### config.mk
export PLATFORM = sky130hd
export DESIGN_NAME = nfc_atomic_ca_sequencer_flat
export DESIGN_NICKNAME = d
export VERILOG_FILES = /design/src/rtl/nfc_atomic_ca_sequencer_if.sv /design/src/rtl/nfc_atomic_ca_sequencer.sv /design/src/flat_wrapper.sv
export SDC_FILE = /design/constraint.sdc
export NUM_CORES = 1
export LEC_CHECK = 0
export ABC_CLOCK_PERIOD_IN_PS = 3050
export CORE_ASPECT_RATIO = 1.1
export CORE_UTILIZATION = 46
export CTS_BUF_LIST = sky130_fd_sc_hd__clkbuf_8
export DETAILED_ROUTE_END_ITERATION = 7
export GPL_TIMING_DRIVEN = 0
export PLACE_DENSITY = 0.79
export RECOVER_POWER = 50
export SLEW_MARGIN = 25
export SYNTH_ARGS = -nofsm -noshare
export SYNTH_HDL_FRONTEND = slang
export SYNTH_SLANG_ARGS = --single-unit
### constraint.sdc
create_clock -name iSystemClock -period 3.05 [get_ports iSystemClock]
set_clock_uncertainty 0.2 [all_clocks]
set_input_delay 0.7625 -clock iSystemClock [delete_from_list [all_inputs] [get_ports iSystemClock]]
set_output_delay 0.7625 -clock iSystemClock [all_outputs]
set_load 0.02 [all_outputs]
### src/rtl/nfc_atomic_ca_sequencer_if.sv
// Command/address request and NAND pin bundle for the atomic CA sequencer.
// The master side issues requests and watches the pins; the slave side is the sequencer.
interface nfc_atomic_ca_sequencer_if #(
    parameter int NumberOfWays = 4
);
    logic [7:0]              iCommand;
    logic [NumberOfWays-1:0] iTargetWay;
    logic [15:0]             iNumOfData;
    logic                    iCASelect;
    logic [39:0]             iCAData;
    logic                    oReady;
    logic                    oLastStep;
    logic [NumberOfWays-1:0] oCE_n;
    logic                    oCLE;
    logic                    oALE;
    logic                    oWE_n;
    logic                    oRE_n;
    logic [7:0]              oDQ;
    logic                    oDQOE;

    modport master (
        output iCommand, iTargetWay, iNumOfData, iCASelect, iCAData,
        input  oReady, oLastStep, oCE_n, oCLE, oALE, oWE_n, oRE_n, oDQ, oDQOE
    );

    modport slave (
        input  iCommand, iTargetWay, iNumOfData, iCASelect, iCAData,
        output oReady, oLastStep, oCE_n, oCLE, oALE, oWE_n, oRE_n, oDQ, oDQOE
    );
endinterface

### src/rtl/nfc_atomic_ca_sequencer.sv
// Atomic NAND command/address latch sequencer.
// Accepts one request (1 command byte or 1..5 address bytes) and toggles WE_n
// once per byte with programmable setup, low and high times. All pin outputs
// come straight from flops.
module nfc_atomic_ca_sequencer #(
    parameter int NumberOfWays = 4,
    parameter int SetupCycles  = 1,
    parameter int WELowCycles  = 2,
    parameter int WEHighCycles = 2
) (
    input  logic                         iSystemClock,
    input  logic                         iReset,
    nfc_atomic_ca_sequencer_if.slave     bus
);

    typedef enum logic [2:0] {
        IDLE  = 3'd0,
        SETUP = 3'd1,
        WLOW  = 3'd2,
        WHIGH = 3'd3,
        DONE  = 3'd4
    } state_t;

    // Terminal counts: the shared counter runs 0..N-1 in every timed state.
    localparam logic [3:0] SETUP_LAST  = 4'(SetupCycles - 1);
    localparam logic [3:0] WLOW_LAST   = 4'(WELowCycles - 1);
    localparam logic [3:0] WHIGH_LAST  = 4'(WEHighCycles - 1);

    state_t                  state_r;
    logic [3:0]              cnt_r;
    logic [2:0]              byte_idx_r;
    logic [2:0]              num_bytes_r;
    logic [39:0]             data_r;
    logic                    ready_r;
    logic                    last_r;
    logic [NumberOfWays-1:0] ce_n_r;
    logic                    cle_r;
    logic                    ale_r;
    logic                    we_n_r;
    logic [7:0]              dq_r;
    logic                    dqoe_r;
    logic                    unused_cmd_bits_s;

    // Number of bytes to issue: one for a command, otherwise count+1 capped at five.
    function automatic logic [2:0] byte_count(input logic ca_sel, input logic [15:0] num);
        logic [2:0] n;
        if (ca_sel) begin
            n = 3'd1;
        end else if (num >= 16'd4) begin
            n = 3'd5;
        end else begin
            n = num[2:0] + 3'd1;
        end
        return n;
    endfunction

    // Byte k of the request, most significant byte first.
    function automatic logic [7:0] byte_of(input logic [39:0] data, input logic [2:0] idx);
        logic [7:0] b;
        case (idx)
            3'd0:    b = data[39:32];
            3'd1:    b = data[31:24];
            3'd2:    b = data[23:16];
            3'd3:    b = data[15:8];
            3'd4:    b = data[7:0];
            default: b = 8'h00;
        endcase
        return b;
    endfunction

    // Sequencer FSM with registered pin outputs.
    always_ff @(posedge iSystemClock or negedge iReset) begin
        if (!iReset) begin
            state_r     <= IDLE;
            cnt_r       <= 4'd0;
            byte_idx_r  <= 3'd0;
            num_bytes_r <= 3'd0;
            data_r      <= 40'h00_0000_0000;
            ready_r     <= 1'b1;
            last_r      <= 1'b0;
            ce_n_r      <= {NumberOfWays{1'b1}};
            cle_r       <= 1'b0;
            ale_r       <= 1'b0;
            we_n_r      <= 1'b1;
            dq_r        <= 8'h00;
            dqoe_r      <= 1'b0;
        end else begin
            case (state_r)
                IDLE: begin
                    if (bus.iCommand[3]) begin
                        state_r     <= SETUP;
                        cnt_r       <= 4'd0;
                        byte_idx_r  <= 3'd0;
                        num_bytes_r <= byte_count(bus.iCASelect, bus.iNumOfData);
                        data_r      <= bus.iCAData;
                        ready_r     <= 1'b0;
                        ce_n_r      <= ~bus.iTargetWay;
                        cle_r       <= bus.iCASelect;
                        ale_r       <= ~bus.iCASelect;
                        we_n_r      <= 1'b1;
                        dq_r        <= bus.iCAData[39:32];
                        dqoe_r      <= 1'b1;
                    end else begin
                        ready_r     <= 1'b1;
                        last_r      <= 1'b0;
                        ce_n_r      <= {NumberOfWays{1'b1}};
                        cle_r       <= 1'b0;
                        ale_r       <= 1'b0;
                        we_n_r      <= 1'b1;
                        dq_r        <= 8'h00;
                        dqoe_r      <= 1'b0;
                    end
                end
                SETUP: begin
                    if (cnt_r == SETUP_LAST) begin
                        state_r <= WLOW;
                        cnt_r   <= 4'd0;
                        we_n_r  <= 1'b0;
                    end else begin
                        cnt_r   <= cnt_r + 4'd1;
                    end
                end
                WLOW: begin
                    if (cnt_r == WLOW_LAST) begin
                        state_r <= WHIGH;
                        cnt_r   <= 4'd0;
                        we_n_r  <= 1'b1;
                    end else begin
                        cnt_r   <= cnt_r + 4'd1;
                    end
                end
                WHIGH: begin
                    if (cnt_r == WHIGH_LAST) begin
                        cnt_r <= 4'd0;
                        if ((byte_idx_r + 3'd1) < num_bytes_r) begin
                            // Next byte appears together with the falling WE_n.
                            state_r    <= WLOW;
                            byte_idx_r <= byte_idx_r + 3'd1;
                            dq_r       <= byte_of(data_r, byte_idx_r + 3'd1);
                            we_n_r     <= 1'b0;
                        end else begin
                            state_r    <= DONE;
                            last_r     <= 1'b1;
                            cle_r      <= 1'b0;
                            ale_r      <= 1'b0;
                            dqoe_r     <= 1'b0;
                        end
                    end else begin
                        cnt_r <= cnt_r + 4'd1;
                    end
                end
                DONE: begin
                    state_r    <= IDLE;
                    cnt_r      <= 4'd0;
                    byte_idx_r <= 3'd0;
                    last_r     <= 1'b0;
                    ready_r    <= 1'b1;
                    ce_n_r     <= {NumberOfWays{1'b1}};
                    dq_r       <= 8'h00;
                end
                default: begin
                    state_r    <= IDLE;
                    cnt_r      <= 4'd0;
                    byte_idx_r <= 3'd0;
                    ready_r    <= 1'b1;
                    last_r     <= 1'b0;
                    ce_n_r     <= {NumberOfWays{1'b1}};
                    cle_r      <= 1'b0;
                    ale_r      <= 1'b0;
                    we_n_r     <= 1'b1;
                    dq_r       <= 8'h00;
                    dqoe_r     <= 1'b0;
                end
            endcase
        end
    end

    // Only bit 3 of the command vector addresses this block.
    assign unused_cmd_bits_s = &{1'b0, bus.iCommand[7:4], bus.iCommand[2:0]};

    assign bus.oReady    = ready_r;
    assign bus.oLastStep = last_r;
    assign bus.oCE_n     = ce_n_r;
    assign bus.oCLE      = cle_r;
    assign bus.oALE      = ale_r;
    assign bus.oWE_n     = we_n_r;
    assign bus.oRE_n     = 1'b1;
    assign bus.oDQ       = dq_r;
    assign bus.oDQOE     = dqoe_r;

endmodule
### src/flat_wrapper.sv
// flat-port wrapper written by rule: the top's interface ports become plain ports
module nfc_atomic_ca_sequencer_flat 
#(
    parameter int NumberOfWays = 4,
    parameter int SetupCycles  = 1,
    parameter int WELowCycles  = 2,
    parameter int WEHighCycles = 2
)
  (iSystemClock, iReset, bus_iCommand, bus_iTargetWay, bus_iNumOfData, bus_iCASelect, bus_iCAData, bus_oReady, bus_oLastStep, bus_oCE_n, bus_oCLE, bus_oALE, bus_oWE_n, bus_oRE_n, bus_oDQ, bus_oDQOE);
  nfc_atomic_ca_sequencer_if #(.NumberOfWays(NumberOfWays)) bus_i ();
  input  logic iSystemClock;
  input  logic iReset;
  input wire logic [$bits(bus_i.iCommand)-1:0] bus_iCommand;
  input wire logic [$bits(bus_i.iTargetWay)-1:0] bus_iTargetWay;
  input wire logic [$bits(bus_i.iNumOfData)-1:0] bus_iNumOfData;
  input wire logic [$bits(bus_i.iCASelect)-1:0] bus_iCASelect;
  input wire logic [$bits(bus_i.iCAData)-1:0] bus_iCAData;
  output wire logic [$bits(bus_i.oReady)-1:0] bus_oReady;
  output wire logic [$bits(bus_i.oLastStep)-1:0] bus_oLastStep;
  output wire logic [$bits(bus_i.oCE_n)-1:0] bus_oCE_n;
  output wire logic [$bits(bus_i.oCLE)-1:0] bus_oCLE;
  output wire logic [$bits(bus_i.oALE)-1:0] bus_oALE;
  output wire logic [$bits(bus_i.oWE_n)-1:0] bus_oWE_n;
  output wire logic [$bits(bus_i.oRE_n)-1:0] bus_oRE_n;
  output wire logic [$bits(bus_i.oDQ)-1:0] bus_oDQ;
  output wire logic [$bits(bus_i.oDQOE)-1:0] bus_oDQOE;
  assign bus_i.iCommand = bus_iCommand;
  assign bus_i.iTargetWay = bus_iTargetWay;
  assign bus_i.iNumOfData = bus_iNumOfData;
  assign bus_i.iCASelect = bus_iCASelect;
  assign bus_i.iCAData = bus_iCAData;
  assign bus_oReady = bus_i.oReady;
  assign bus_oLastStep = bus_i.oLastStep;
  assign bus_oCE_n = bus_i.oCE_n;
  assign bus_oCLE = bus_i.oCLE;
  assign bus_oALE = bus_i.oALE;
  assign bus_oWE_n = bus_i.oWE_n;
  assign bus_oRE_n = bus_i.oRE_n;
  assign bus_oDQ = bus_i.oDQ;
  assign bus_oDQOE = bus_i.oDQOE;
  nfc_atomic_ca_sequencer #(.NumberOfWays(NumberOfWays), .SetupCycles(SetupCycles), .WELowCycles(WELowCycles), .WEHighCycles(WEHighCycles)) u_core (.iSystemClock(iSystemClock), .iReset(iReset), .bus(bus_i));
endmodule
==> summary.txt, run 1 <==
Run status
  • Status: finished, violations left
  • Failing checks: capacitance limit, slew limit

Timing
  • Worst slew pin tran: 1.627 ns
  • TNS Setup: 0 ns
  • Max Clk Rate: 344.1 MHz
  • Unrepaired setup endpoints after global routing: false
  • Setup-failing EPs final: 0
  • Final hold vios: 0
  • Max-slew violation count: 32
  • Slew Limit Headroom: -8.462%
  • Worst-case hold slack: 0.2759 ns
  • Crit share post-route: 95.29%
  • Fin crit period: 2.906 ns

Setup path
  • Flop2flop setup slack: 0.14 ns
  • Worst path max stage delay: 0.51 ns
  • Worst Path Max Fanout: 10
  • Critical path depth: 10
  • CP Capture Type: flip-flop
  • Crit path max-delay family: buffers and inverters
  • Crit path DAT: 2.98 ns
  • Bufs and invs on worst path: 3
  • Setup CP Type: flip-flop to flip-flop
  • Startpoint types: flip-flop
  • CP cell instances: ha_4 -> xnor2_4 -> inv_1 -> buf_4 -> ha_1 -> nand2_1 -> o2111ai_1 -> clkbuf_1 -> a32oi_1 -> o21ai_1
  • R2R depth: 10
  • WP data required: 3.12 ns
  • Crit-path slowest cell: clkbuf_1

Die
  • DIE HEIGHT: 93.47 um
  • Top Ports: 90
  • Die width: 85.15 um
  • CORE AREA: 7167 um2
  • DIE AREA: 7959 um2
  • Count of standard-cell rows: 32
  • Initial Utilization: 48.81%

Logic synthesis
  • Adder-cell area share of the yosys netlist: 4.649%
  • Yosys top cell by area: dfrtp_1
  • Syn Nets: 474
  • Sequential fraction of the synthesis area: 51.00%
  • Synth top area share: 46.49%
  • Syn Area/Cell: 8.970 um2
  • Post-synth EDFFs: 0
  • Mapped cell area: 3498 um2
  • Synth Warn #: 0
  • Post-synthesis compound-gate area fraction: 15.27%
  • Post-Synth Simple-Gate Area: 23.53%
  • Synth unique cells: 50
  • Post-Synthesis Cells: 390
  • Ys flop type: dfrtp_1
  • Top cells by area, synth: dfrtp_1 46%, nand2_1 14%, ha_1 4.6%
  • Ys async rst share: 100.0%
  • Mux cell area share after synthesis: 0%
  • Register bit total from synthesis: 71
  • Synth Area in XOR/XNOR: 1.216%
  • Main combinational cell family by area after synthesis: simple AND/OR/NAND/NOR gates

Finish
  • Layout cells sized above 1: 8.793%
  • # diodes: 0
  • Area grow syn2layout: 33.98%
  • Post-route insts no fill: 574
  • Most common cell after layout, fill and taps aside: nand2_1
  • Commonest non-fill, non-tap cells in the layout: 129 x nand2_1, 75 x clkdlybuf4s50_1, 64 x dfrtp_1
  • Fillers: 592
  • Fin nets: 568
  • Area of the multi-input gates: 1594 um2
  • Register Area: 1785 um2

Clocking
  • CTS buffer count: 9
  • Hold Buf Count CTS: 0
  • Worst skew pair latency: 0.34 ns
  • CTS tree: yes
  • Longest Clk Path Bufs: 2
  • Clk pin slew, worst setup/hold paths: 0.08 ns
  • Clock Sinks: 71
  • Root Driver: clkbuf_8
  • H-tree depth: 3

Flow run
  • Max-Cap Viols: 1

GRT
  • Largest net degree at the start of global routing: 42
  • Total GRT Usage: 23.76%
  • Grt ovf: 0
  • Initial antenna violation count: 0
  • Vias in the first global route: 3109
  • First-pass GRT wire length: 14.60 mm

Detailed routing
  • DR pass1 iterations: 7
  • Drt initial violations: 270
  • Post-Route WL: 8.911 mm
  • Routed WL per cell: 15.52 um
  • Post-route ant nets: 0
  • DR DRC count: 0
  • Via count: 3204
  • Vias/cell: 5.582

Placed design
  • Port Buffers: 81
  • GPL Wtd Cong: 0.8163
  • # placed instances: 557
  • Dpl hpwl: 6.352 mm

Hold path
  • WHS Path Cells: 2
  • Hold crit path type: flip-flop to flip-flop

Power and ir drop
  • Power per Cell Area: 966.1 nW/um2
  • VDD IR max: 434.4 uV
  • Leakage power: 2.179 nW
## cell usage after synthesis (2+ instances only)
master    number
o21ai_0       11
a32oi_1        9
a311oi_1       8
o21ai_1        8
dfstp_2        6
inv_1         11
a31oi_1        3
a21oi_1        9
a222oi_1       8
and2_1         3
nor4_1         5
a211oi_1       3
and3_1         9
nor2_1        24
nor3b_1        2
xor2_1         2
ha_1          13
nor3_1         5
o21a_1         2
clkbuf_1      10
dfrtp_1       65
buf_1          3
nand2_1      129
nand3_1        5
buf_2         10
o31ai_1        2
nand2b_1       2
## cell families (layout without fill, tap and decap cells)
group,Yosys count,in the layout
XOR/XNOR,4,4
other,1,1
flip-flops,71,71
AO/OA/AOI/OAI,74,74
AND/OR/NAND/NOR,192,192
adder cells (fa/ha/maj),13,13
buffers and inverters,35,134
## what timing repair did
item,CTS,global route
endpoints found under the hold margin,0,0
setup endpoints to repair,11,9
resized for setup,2,5
pin swaps,1,0
setup buffers,1,0
## worst reg2reg max path: cells and delay by family (launching register included)
kind                       cells  cell delay, ns
DFF                            1            0.48
buffers and inverters          3            0.83
AOI/OAI and AO/OA              3            0.60
adders and majority gates      2            0.52
xor gates and xnor gates       1            0.14
and+or+nand+nor                1            0.08
## worst paths after layout
path,from,endpoint
worst max register to register,u_core.byte_idx_r[0]$_DFFE_PN0P_,u_core.bus.oDQ[5]$_DFFE_PN0P_
max in group asynchronous,iReset,u_core.byte_idx_r[0]$_DFFE_PN0P_
worst min-delay path,u_core.data_r[6]$_DFFE_PN0P_,u_core.data_r[6]$_DFFE_PN0P_
worst max-delay path,u_core.byte_idx_r[0]$_DFFE_PN0P_,u_core.bus.oDQ[5]$_DFFE_PN0P_
min in group asynchronous,iReset,u_core.state_r[0]$_DFFE_PN0P_
worst min register to register,u_core.data_r[6]$_DFFE_PN0P_,u_core.data_r[6]$_DFFE_PN0P_
## cell type report
type / count / share of cell area (%)
flip-flops and latches: 71 / 38.09
clock buffers: 11 / 3.230
multi-input cells: 284 / 34.01
repair buffers: 83 / 17.49
clock inverters: 5 / 1.708
plain buffers: 24 / 2.322
well taps: 85 / 2.269
inverters: 11 / 0.8809
## per-layer routing
metal | global-route usage (%) | share of wire (%)
met3 | 4.943 | 6.8
met4 | 8.192 | 1.8
met2 | 40.52 | 49
met1 | 29.97 | 43
met5 | 0 | 0
## where the power goes
group	internal (mW)	total (mW)	switching, mW
Sequential	1.39	1.67	0.282
Clock	0.504	0.857	0.353
Combinational	0.834	2.00	1.17
## state kept, by name (all words and copies together), names as in the netlist
name and cells:
u_core.bus.oCLE 1, u_core.num_bytes_r 3, u_core.bus.oDQ 8, u_core.cnt_r 4, u_core.data_r 40, u_core.bus.oLastStep 1
u_core.bus.oCE_n 4, u_core.state_r 3, u_core.bus.oReady 1, u_core.bus.oDQOE 1, u_core.byte_idx_r 3, u_core.bus.oALE 1
u_core.bus.oWE_n 1
## metrics by stage
stage / total power [mW] / setup WS (ns) / cell area, um2 / util (%)
after detailed placement: 3.643 / -0.3554 / 4433 / 61.85
after global routing: 4.846 / 0.006548 / 4687 / 65.40
after CTS: 4.523 / 0.01789 / 4686 / 65.38
after global placement: 3.551 / -1.354 / 4415 / 61.61
after floorplan: 2.915 / 0.07734 / 3498 / -
final: 4.528 / 0.1436 / 4687 / 65.40
(Power assumes the default switching activity.)
==> inputs of run 2 (changes only) <==
--- a/config.mk
+++ b/config.mk
@@ -5,15 +5,16 @@
 export SDC_FILE = /design/constraint.sdc
 export NUM_CORES = 1
 export LEC_CHECK = 0
-export ABC_CLOCK_PERIOD_IN_PS = 3050
+export ABC_CLOCK_PERIOD_IN_PS = 2850
 export CORE_ASPECT_RATIO = 1.1
-export CORE_UTILIZATION = 46
+export CORE_UTILIZATION = 51
 export CTS_BUF_LIST = sky130_fd_sc_hd__clkbuf_8
 export DETAILED_ROUTE_END_ITERATION = 7
 export GPL_TIMING_DRIVEN = 0
-export PLACE_DENSITY = 0.79
+export PLACE_DENSITY = 0.83
 export RECOVER_POWER = 50
 export SLEW_MARGIN = 25
 export SYNTH_ARGS = -nofsm -noshare
 export SYNTH_HDL_FRONTEND = slang
 export SYNTH_SLANG_ARGS = --single-unit
+export TNS_END_PERCENT = 50
==> constraint.sdc (replaced) <==
create_clock -name iSystemClock -period 2.85 [get_ports iSystemClock]
set_clock_uncertainty 0.2 [all_clocks]
set_input_delay 0.7125 -clock iSystemClock [delete_from_list [all_inputs] [get_ports iSystemClock]]
set_output_delay 0.7125 -clock iSystemClock [all_outputs]
set_load 0.02 [all_outputs]
==> run 2 against run 1 <==
  * The run still ends with capacitance limit, slew limit left
  * Die area down 9.6%
  * Final cell count decreased by 0.35%
  * Sequential cell count did not move
  * Critical path depth is 1 lower
  * Sequential share of layout area up 0.071 points
  * Register-to-register slack better by 0.04 ns
  * Wire length is 3.5% higher
  * Largest cell class unchanged
  * Highest routed layer unchanged
==> summary.txt, run 2 (same netlist as run 1, synthesis figures left out) <==
Run status
  • Status: finished, violations left (unchanged)
  • Failing checks: capacitance limit, slew limit (unchanged)

Timing
  • Max-slew violation count: 32 (unchanged)
  • Max Clk Rate: 374.6 MHz (was 344.1 MHz)
  • Final hold vios: 0 (unchanged)
  • Unrepaired setup endpoints after global routing: false (unchanged)
  • Worst slew pin tran: 1.604 ns (was 1.627 ns)
  • Final worst slack: 0.1805 ns (was 0.1436 ns)
  • TNS Setup: 0 ns (unchanged)
  • Slew Limit Headroom: -6.903% (was -8.462%)
  • Crit share post-route: 93.67% (was 95.29%)
  • Setup-failing EPs final: 0 (unchanged)
  • Fin crit period: 2.670 ns (was 2.906 ns)
  • Worst-case hold slack: 0.2744 ns (was 0.2759 ns)

Placed design
  • Dpl hpwl: 6.561 mm (was 6.352 mm)
  • GPL Wtd Cong: 0.8654 (was 0.8163)
  • Dpl ws: -0.3773 ns (was -0.3554 ns)
  • Port Buffers: 81 (unchanged)

Power and ir drop
  • Leakage power: 2.178 nW (was 2.179 nW)
  • Pint: 2.911 mW (was 2.725 mW)
  • Total power: 4.867 mW (was 4.528 mW)
  • VDD IR max: 573.8 uV (was 434.4 uV)
  • Sequential Power Share: 36.5% (was 36.9%)
  • Net Sw Frac: 40.19% (was 39.83%)
  • Clock group share of total power: 18.5% (was 18.9%)
  • Gate power share: 45.0% (was 44.2%)
  • Psw: 1.956 mW (was 1.803 mW)
  • Power per Cell Area: 1040 nW/um2 (was 966.1 nW/um2)

Clocking
  • Longest Clk Path Bufs: 2 (unchanged)
  • CTS buffer count: 9 (unchanged)
  • Hold Buf Count CTS: 0 (unchanged)
  • Clk pin slew, worst setup/hold paths: 0.07 ns (was 0.08 ns)
  • Worst skew pair latency: 0.35 ns (was 0.34 ns)
  • CTS tree: yes (unchanged)
  • H-tree depth: 3 (unchanged)
  • Clock Sinks: 71 (unchanged)
  • Root Driver: clkbuf_8 (unchanged)

Setup path
  • Worst Path Max Fanout: 17 (was 10)
  • Startpoint types: flip-flop (unchanged)
  • Setup CP Type: flip-flop to flip-flop (unchanged)
  • WP data required: 2.93 ns (was 3.12 ns)
  • Crit path max-delay family: adder cells (was buffers and inverters)
  • Bufs and invs on worst path: 2 (was 3)
  • CP Capture Type: flip-flop (unchanged)
  • CP cell instances: ha_2 -> xnor2_4 -> inv_4 -> ha_1 -> a21oi_2 -> o21ai_1 -> or4_1 -> buf_4 -> o21ai_1 (was ha_4 -> xnor2_4 -> inv_1 -> buf_4 -> ha_1 -> nand2_1 -> o2111ai_1 -> clkbuf_1 -> a32oi_1 -> o21ai_1)
  • Crit path DAT: 2.75 ns (was 2.98 ns)
  • Most frequent CP cell: o21ai_1
  • Worst path max stage delay: 0.50 ns (was 0.51 ns)
  • Crit-path slowest cell: or4_1 (was clkbuf_1)

GRT
  • Total GRT Usage: 27.88% (was 23.76%)
  • First-pass GRT wire length: 14.74 mm (was 14.60 mm)
  • Grt ovf: 0 (unchanged)
  • Vias in the first global route: 3215 (was 3109)
  • Initial antenna violation count: 0 (unchanged)
  • Largest net degree at the start of global routing: 42 (unchanged)

Hold path
  • Hold crit path type: flip-flop to flip-flop (unchanged)

Finish
  • Fin nets: 569 (was 568)
  • Commonest non-fill, non-tap cells in the layout: 129 x nand2_1, 79 x clkdlybuf4s50_1, 64 x dfrtp_1 (was 129 x nand2_1, 75 x clkdlybuf4s50_1, 64 x dfrtp_1)
  • Fin util: 70.95% (was 65.40%)
  • Area grow syn2layout: 33.73% (was 33.98%)
  • Max reg flops: 40 (unchanged)
  • Layout cells sized above 1: 9.184% (was 8.793%)
  • Largest register by flop count: u_core.data_r (unchanged)
  • Most common cell after layout, fill and taps aside: nand2_1 (unchanged)
  • # diodes: 0 (unchanged)

Detailed routing
  • Vias/cell: 5.769 (was 5.582)
  • Post-Route WL: 9.224 mm (was 8.911 mm)
  • Drt initial violations: 207 (was 270)
  • DR DRC count: 0 (unchanged)
  • DR pass1 iterations: 4 (was 7)
  • Post-route ant nets: 0 (unchanged)
  • Via count: 3300 (was 3204)
  • Routed WL per cell: 16.13 um (was 15.52 um)

Die
  • Die width: 80.97 um (was 85.15 um)
  • Top Ports: 90 (unchanged)
  • Count of standard-cell rows: 31 (was 32)
  • DIE HEIGHT: 88.87 um (was 93.47 um)
  • DIE AREA: 7195 um2 (was 7959 um2)
  • CORE AREA: 6594 um2 (was 7167 um2)
  • Initial Utilization: 53.06% (was 48.81%)

Flow run
  • Max-Cap Viols: 1 (unchanged)
run 2: changes by cell type in the layout (fill, tap and decap cells not counted), sizes merged:
cell | before | now
inv | 11 | 12
dlygate4sd3 | 5 | 1
clkbuf | 23 | 22
clkdlybuf4s50 | 75 | 79
buf | 15 | 16
clkinv | 1 | 2
clkinvlp | 2 | 1
run 2: routing by layer:
layer  track usage (%)  part of all wire, %  vias to the layer above
met2             46.60                   50                      158
met5                 0                    0                        -
met3             5.876                  6.9                       28
li1                  -                    -                     1542
met4             14.94                  3.5                        0
met1             33.76                   39                     1572
run 2: worst register-to-register path: stages (launching register included):
cell and delay (ns):
dfrtp_2 0.42, ha_2 0.24, xnor2_4 0.19, inv_4 0.11, ha_1 0.32, a21oi_2 0.18
o21ai_1 0.11, or4_1 0.50, buf_4 0.19, o21ai_1 0.15
run 2: final timing paths:
| kind | start | to | slack (ns) | cells after the start |
|---|---|---|---|---|
| setup reg to reg | u_core.byte_idx_r[0]$_DFFE_PN0P_ | u_core.bus.oDQ[5]$_DFFE_PN0P_ | 0.18 | 9 |
| min in group asynchronous | iReset | u_core.cnt_r[0]$_DFFE_PN0N_ | 0.55 | 1 |
| max in group asynchronous | iReset | u_core.byte_idx_r[0]$_DFFE_PN0P_ | 0.44 | 2 |
| setup / recovery | u_core.byte_idx_r[0]$_DFFE_PN0P_ | u_core.bus.oDQ[5]$_DFFE_PN0P_ | 0.18 | 9 |
| hold reg to reg | u_core.data_r[7]$_DFFE_PN0P_ | u_core.data_r[7]$_DFFE_PN0P_ | 0.27 | 2 |
| hold / removal | u_core.data_r[7]$_DFFE_PN0P_ | u_core.data_r[7]$_DFFE_PN0P_ | 0.27 | 2 |
run 2: repair_timing:
action	in CTS	in global routing
pin swaps	2	2
setup buffers	3	0
resized for setup	5	3
endpoints found under the setup margin	12	10
run 2: power groups by stage:
stage / Combinational, mW / Clock, mW / Sequential (mW)
floorplan: 1.28 / 0 / 1.84
global placement: 2.02 / 0 / 1.77
detailed placement: 2.11 / 0 / 1.79
CTS: 2.17 / 0.909 / 1.77
global route: 2.41 / 0.960 / 1.82
finish: 2.19 / 0.899 / 1.78
run 2: final cells by class:
class	instances	area (um2)
timing repair buffer	85	834.6
clock buffer	10	137.6
clock inverter	6	85.08
multi-input combinational	284	1584
inverter	11	43.79
tap	82	102.6
sequential	71	1785
buffer	23	105.1
fill	531	1916
run 2: per-stage QoR:
stage               cell area (um2)  cells
global placement               4423    553
finish                         4678    572
global route                   4678    572
floorplan                      3510    390
detailed placement             4441    554
CTS                            4696    573
==> inputs of run 3 (changes only) <==
--- a/config.mk
+++ b/config.mk
@@ -5,13 +5,13 @@
 export SDC_FILE = /design/constraint.sdc
 export NUM_CORES = 1
 export LEC_CHECK = 0
-export ABC_CLOCK_PERIOD_IN_PS = 2850
+export ABC_CLOCK_PERIOD_IN_PS = 3200
 export CORE_ASPECT_RATIO = 1.1
-export CORE_UTILIZATION = 51
+export CORE_UTILIZATION = 55
 export CTS_BUF_LIST = sky130_fd_sc_hd__clkbuf_8
 export DETAILED_ROUTE_END_ITERATION = 7
 export GPL_TIMING_DRIVEN = 0
-export PLACE_DENSITY = 0.83
+export PLACE_DENSITY = 0.89
 export RECOVER_POWER = 50
 export SLEW_MARGIN = 25
 export SYNTH_ARGS = -nofsm -noshare
==> constraint.sdc (replaced) <==
create_clock -name iSystemClock -period 3.2 [get_ports iSystemClock]
set_clock_uncertainty 0.2 [all_clocks]
set_input_delay 0.8 -clock iSystemClock [delete_from_list [all_inputs] [get_ports iSystemClock]]
set_output_delay 0.8 -clock iSystemClock [all_outputs]
set_load 0.02 [all_outputs]
==> run 3 against run 2 <==
  * The run still ends with capacitance limit, slew limit left
  * Sequential cell count did not move
  * Hold slack better by 0.0085 ns
  * Clock power down 30%
  * Largest power group unchanged
  * Critical path depth grew 1
  * Combinational power fell by 14%
  * Sequential share of layout area rose by 0.49 points
  * Wire length is 3.5% lower
  * First-iteration DRC count increased by 54%
  * Critical path type unchanged
  * Largest cell class unchanged
==> summary.txt, run 3 (same netlist as run 1, synthesis figures left out) <==
Detailed routing
  • Routed WL per cell: 15.64 um (was 16.13 um)
  • Post-Route WL: 8.897 mm (was 9.224 mm)
  • DR pass1 iterations: 5 (was 4)
  • Via count: 3262 (was 3300)
  • DR DRC count: 0 (unchanged)
  • Vias/cell: 5.733 (was 5.769)
  • Post-route ant nets: 0 (unchanged)
  • Drt initial violations: 319 (was 207)

Finish
  • Area of the multi-input gates: 1580 um2 (was 1584 um2)
  • Most common cell after layout, fill and taps aside: nand2_1 (unchanged)
  • Commonest non-fill, non-tap cells in the layout: 129 x nand2_1, 76 x clkdlybuf4s50_1, 64 x dfrtp_1 (was 129 x nand2_1, 79 x clkdlybuf4s50_1, 64 x dfrtp_1)
  • Area grow syn2layout: 32.05% (was 33.73%)
  • Register Area: 1785 um2 (unchanged)
  • Fin util: 75.04% (was 70.95%)
  • Largest register by flop count: u_core.data_r (unchanged)
  • Fin nets: 568 (was 569)
  • Layout cells sized above 1: 7.771% (was 9.184%)
  • # diodes: 0 (unchanged)
  • Post-route insts no fill: 569 (was 572)
  • Design area: 4619 um2 (was 4678 um2)
  • Max reg flops: 40 (unchanged)
  • Fillers: 463 (was 531)

Timing
  • Worst slew pin tran: 1.763 ns (was 1.604 ns)
  • Unrepaired setup endpoints after global routing: false (unchanged)
  • Max-slew violation count: 32 (unchanged)
  • Fin crit period: 3.030 ns (was 2.670 ns)
  • Max Clk Rate: 330.0 MHz (was 374.6 MHz)
  • Crit share post-route: 94.69% (was 93.67%)
  • Setup-failing EPs final: 0 (unchanged)
  • Final hold vios: 0 (unchanged)
  • Slew Limit Headroom: -17.56% (was -6.903%)

Clocking
  • Root Driver: clkbuf_8 (unchanged)
  • Worst skew pair latency: 0.35 ns (about the same)
  • Longest Clk Path Bufs: 2 (unchanged)
  • Clk pin slew, worst setup/hold paths: 0.08 ns (was 0.07 ns)
  • Clock Sinks: 71 (unchanged)
  • H-tree depth: 3 (unchanged)
  • CTS tree: yes (unchanged)
  • CTS buffer count: 9 (unchanged)

Setup path
  • WP data required: 3.27 ns (was 2.93 ns)
  • Crit path DAT: 3.10 ns (was 2.75 ns)
  • Startpoint types: flip-flop (unchanged)
  • Worst Path Max Fanout: 10 (was 17)
  • CP Capture Type: flip-flop (unchanged)
  • Setup CP Type: flip-flop to flip-flop (unchanged)

Hold path
  • Hold crit path type: flip-flop to flip-flop (unchanged)

Placed design
  • Placed inst area: 4427 um2 (was 4441 um2)
  • # placed instances: 552 (was 554)
  • Dpl hpwl: 6.430 mm (was 6.561 mm)
  • Port Buffers: 81 (unchanged)
  • GPL Wtd Cong: 0.8548 (was 0.8654)

Die
  • Die width: 78.04 um (was 80.97 um)
  • DIE AREA: 6684 um2 (was 7195 um2)
  • Initial Utilization: 56.83% (was 53.06%)
  • Top Ports: 90 (unchanged)
  • CORE AREA: 6156 um2 (was 6594 um2)
  • Count of standard-cell rows: 30 (was 31)
  • DIE HEIGHT: 85.65 um (was 88.87 um)

Power and ir drop
  • VDD IR max: 488.4 uV (was 573.8 uV)
  • Power per Cell Area: 890.0 nW/um2 (was 1040 nW/um2)
  • Leakage power: 2.172 nW (was 2.178 nW)
  • Total power: 4.111 mW (was 4.867 mW)

GRT
  • Largest net degree at the start of global routing: 41 (was 42)
  • Total GRT Usage: 29.01% (was 27.88%)
  • Initial antenna violation count: 0 (unchanged)
  • Vias in the first global route: 3306 (was 3215)
  • First-pass GRT wire length: 14.93 mm (was 14.74 mm)
  • Grt ovf: 0 (unchanged)

Run status
  • Status: finished, violations left (unchanged)
  • Failing checks: capacitance limit, slew limit (unchanged)

Flow run
  • Max-Cap Viols: 1 (unchanged)
==> run 3: cell types whose count changed in the layout (fill, tap and decap cells not counted), sizes merged <==
cell,previous run,this run
buf,16,15
bufinv,2,0
clkbuf,22,23
clkdlybuf4s50,79,76
clkinv,2,1
clkinvlp,1,0
dlygate4sd3,1,4
inv,12,15
==> run 3: stage by stage <==
stage          TNS (ns)  hold WS (ns)  setup slack, ns
2_1_floorplan         0        0.2379           0.2273
3_3_place_gp     -78.62        0.2574           -1.167
4_1_cts               0        0.1926          0.07841
5_1_grt               0        0.3016          0.03951
6_report              0        0.2829           0.1700
3_5_place_dp     -1.522        0.2630          -0.2130
==> run 3: timing repair <==
item | in CTS | in global routing
pin swaps | 1 | 0
gates resized for setup | 1 | 3
setup endpoints to repair | 10 | 8
buffers inserted | 1 | 0
hold buffers | 0 | 0
==> run 3: layer usage <==
layer	track usage, %	up-vias	share of wire (%)
met5	0	-	0
met4	14.98	0	2.7
met3	3.936	26	6.4
met2	50.80	160	52
met1	34.91	1542	39
li1	-	1534	-
==> run 3: worst paths after layout <==
path / depth (start not counted) / start / to / slack (ns)
max reg2reg: 10 / u_core.byte_idx_r[0]$_DFFE_PN0P_ / u_core.bus.oDQ[4]$_DFFE_PN0P_ / 0.17
min: 2 / u_core.data_r[0]$_DFFE_PN0P_ / u_core.data_r[0]$_DFFE_PN0P_ / 0.28
min in group asynchronous: 1 / iReset / u_core.cnt_r[0]$_DFFE_PN0N_ / 0.71
max: 10 / u_core.byte_idx_r[0]$_DFFE_PN0P_ / u_core.bus.oDQ[4]$_DFFE_PN0P_ / 0.17
max in group asynchronous: 1 / iReset / u_core.data_r[37]$_DFFE_PN0P_ / 1.07
min reg2reg: 2 / u_core.data_r[0]$_DFFE_PN0P_ / u_core.data_r[0]$_DFFE_PN0P_ / 0.28
==> run 3: where the power goes <==
group	leakage (nW)	switching (mW)	internal (mW)	total [mW]
clock	0.104	0.318	0.312	0.630
sequential	0.884	0.278	1.32	1.60
combinational	1.18	1.09	0.790	1.88
==> run 3: final cells by class <==
type / count / share of cell area [%]
Buffer: 24 / 2.356
Timing Repair Buffer: 83 / 18.01
Multi-Input combinational cell: 284 / 34.21
Inverter: 11 / 0.8938
Tap cell: 80 / 2.167
Clock buffer: 11 / 3.277
Sequential cell: 71 / 38.65
Clock inverter: 5 / 0.4334
==> run 3: critical path, cell delays in order, from the launching register on <==
cell,delay [ns]
dfrtp_2,0.46
ha_2,0.25
xnor2_4,0.14
inv_1,0.16
clkbuf_4,0.23
ha_1,0.25
a21oi_1,0.21
o21ai_0,0.15
or4_1,0.51
buf_2,0.19
o21ai_1,0.19
==> variant, RTL diff (flow settings as in run 1) <==
Make the reset (`iReset`) synchronous in one clocked block.
--- a/src/rtl/nfc_atomic_ca_sequencer.sv
+++ b/src/rtl/nfc_atomic_ca_sequencer.sv
@@ -70,5 +70,5 @@
 
     // Sequencer FSM with registered pin outputs.
-    always_ff @(posedge iSystemClock or negedge iReset) begin
+    always_ff @(posedge iSystemClock) begin
         if (!iReset) begin
             state_r     <= IDLE;
Behaviour: differs if iReset is asserted again (counterexample within 4 cycles, from zero or initial values and one cycle with iReset low); with iReset held inactive, the same outputs for 10 cycles.
==> variant against run 1 <==
- fmax rose by 4.6%
- design area decreased by 3.7%
- setup slack improved by 0.13 ns
- die area down 3.6%
- synthesized area is 3.7% lower
- final cell count is 5.6% higher
- non-clock buffer count rose by 4
- routed wire length increased by 2.2%
- sequential cell count stayed put
- critical path type unchanged
Power is not compared: it rests on default switching activity, and its combinational part moved more than twofold at a synthesized area within 25%.
==> variant: results (changes against run 1) <==
[logic_synthesis]
syn_nets=505  ; +6.5%
ys_types=51  ; +2.0%
synth_xor_xnor_area_share_pct=1.077  ; -0.14 points
yosys-top-cells-area=dfxtp_1, nand2_1, a21oi_1, ha_1, mux2i_1
synth_compound_area_share_pct=21.61  ; +6.3 points
synth.area.mux_share_pct=2.971  ; +3.0 points
yosysSeqAreaShare_pct=42.18  ; -8.8 points

[critical_path]
r2r_setup_slack_ns=0.27  ; +0.13 ns
critical-path-max-stage-delay_ns=0.47  ; -0.04 ns
cp_slowest_cell=dfxtp_1
cp_data_arrival_time_ns=2.86  ; -0.12 ns

[global_route]
met1_usage_pct=28.01  ; -2.0 points
grt_use_total_pct=23.52  ; -0.24 points
grt_pass1_vias=3124  ; +0.48%
grt_pass1_wl_um=14350  ; -1.7%
use_met3_pct=6.571  ; +1.6 points
gr-usage-met2_pct=41.12  ; +0.60 points

[sta]
hold_ws_ns=0.2573  ; -0.01862 ns
worstMarginPinSlew_ns=0.8677  ; -0.7593 ns

[placed_design]
gp_congestion=0.8677  ; +6.3%
place_area_um2=4287  ; -3.3%
place_hpwl_um=6664  ; +4.9%

[detailed_routing]
routed_wl_um=9111  ; +2.2%
drtPass1Iterations=6  ; -1
vias=3326  ; +3.8%

[run_status]
status=completed

[job]
drv_cap=0  ; -1

[layout]
fin_nets=600  ; +5.6%

[variant: cell count changes after synthesis, sizes merged, moves of 9 or more]
cell    delta
dfxtp     +71
inv       +10
o211ai    +11
mux2i     +10
dfrtp     -65
a21oi     +41
a32oi      -9
[variant: cell families (layout without fill, tap and decap cells)]
group                      after synthesis  in the layout
buffers and inverters                   48            148
muxes                                   10             10
xor gates and xnor gates                 2              2
AOI/OAI and AO/OA                      109            109
DFF                                     71             71
adders and majority gates               13             13
and+or+nand+nor                        167            167
other                                    1              1
[variant: through the flow]
stage,cells,worst slack (ns)
5_1_grt,606,0.05266
6_report,606,0.2704
2_1_floorplan,421,0.5152
3_3_place_gp,587,0.07249
4_1_cts,603,0.02255
3_5_place_dp,587,0.03735
[variant: where the power goes]
group / internal (uW) / switching (uW) / total, uW
Sequential: 1090 / 101 / 1200
Clock: 404 / 384 / 788
Combinational: 371 / 553 / 924
[variant: final cells by class]
class / instances / area, um2
fillers: 614 / 2534
multi-input cells: 302 / 1748
flip-flops and latches: 71 / 1421
repair buffers: 84 / 833.3
clock buffers: 10 / 137.6
plain buffers: 27 / 120.1
well taps: 85 / 106.4
inverters: 21 / 78.83
clock inverters: 6 / 67.56
[variant: layer usage]
layer  vias up  wire, um
li1       1644         -
met1      1541      3833
met2       116      4563
met3        25       535
met4         0       179
met5         -         0
[variant: path summary, 6_finish.rpt]
path | start | endpoint | cells past startpoint
min reg2reg | u_core.data_r[13] | u_core.data_r[13] | 2
max reg2reg | u_core.byte_idx_r[0] | u_core.bus.oDQ[2] | 9
max | u_core.byte_idx_r[0] | u_core.bus.oDQ[2] | 9
min | u_core.data_r[13] | u_core.data_r[13] | 2
[variant: timing repair]
item / CTS / global route
hold endpoints to repair: 0 / 0
resized for setup: 0 / 3
endpoints found under the setup margin: 0 / 16
setup buffers: 0 / 3
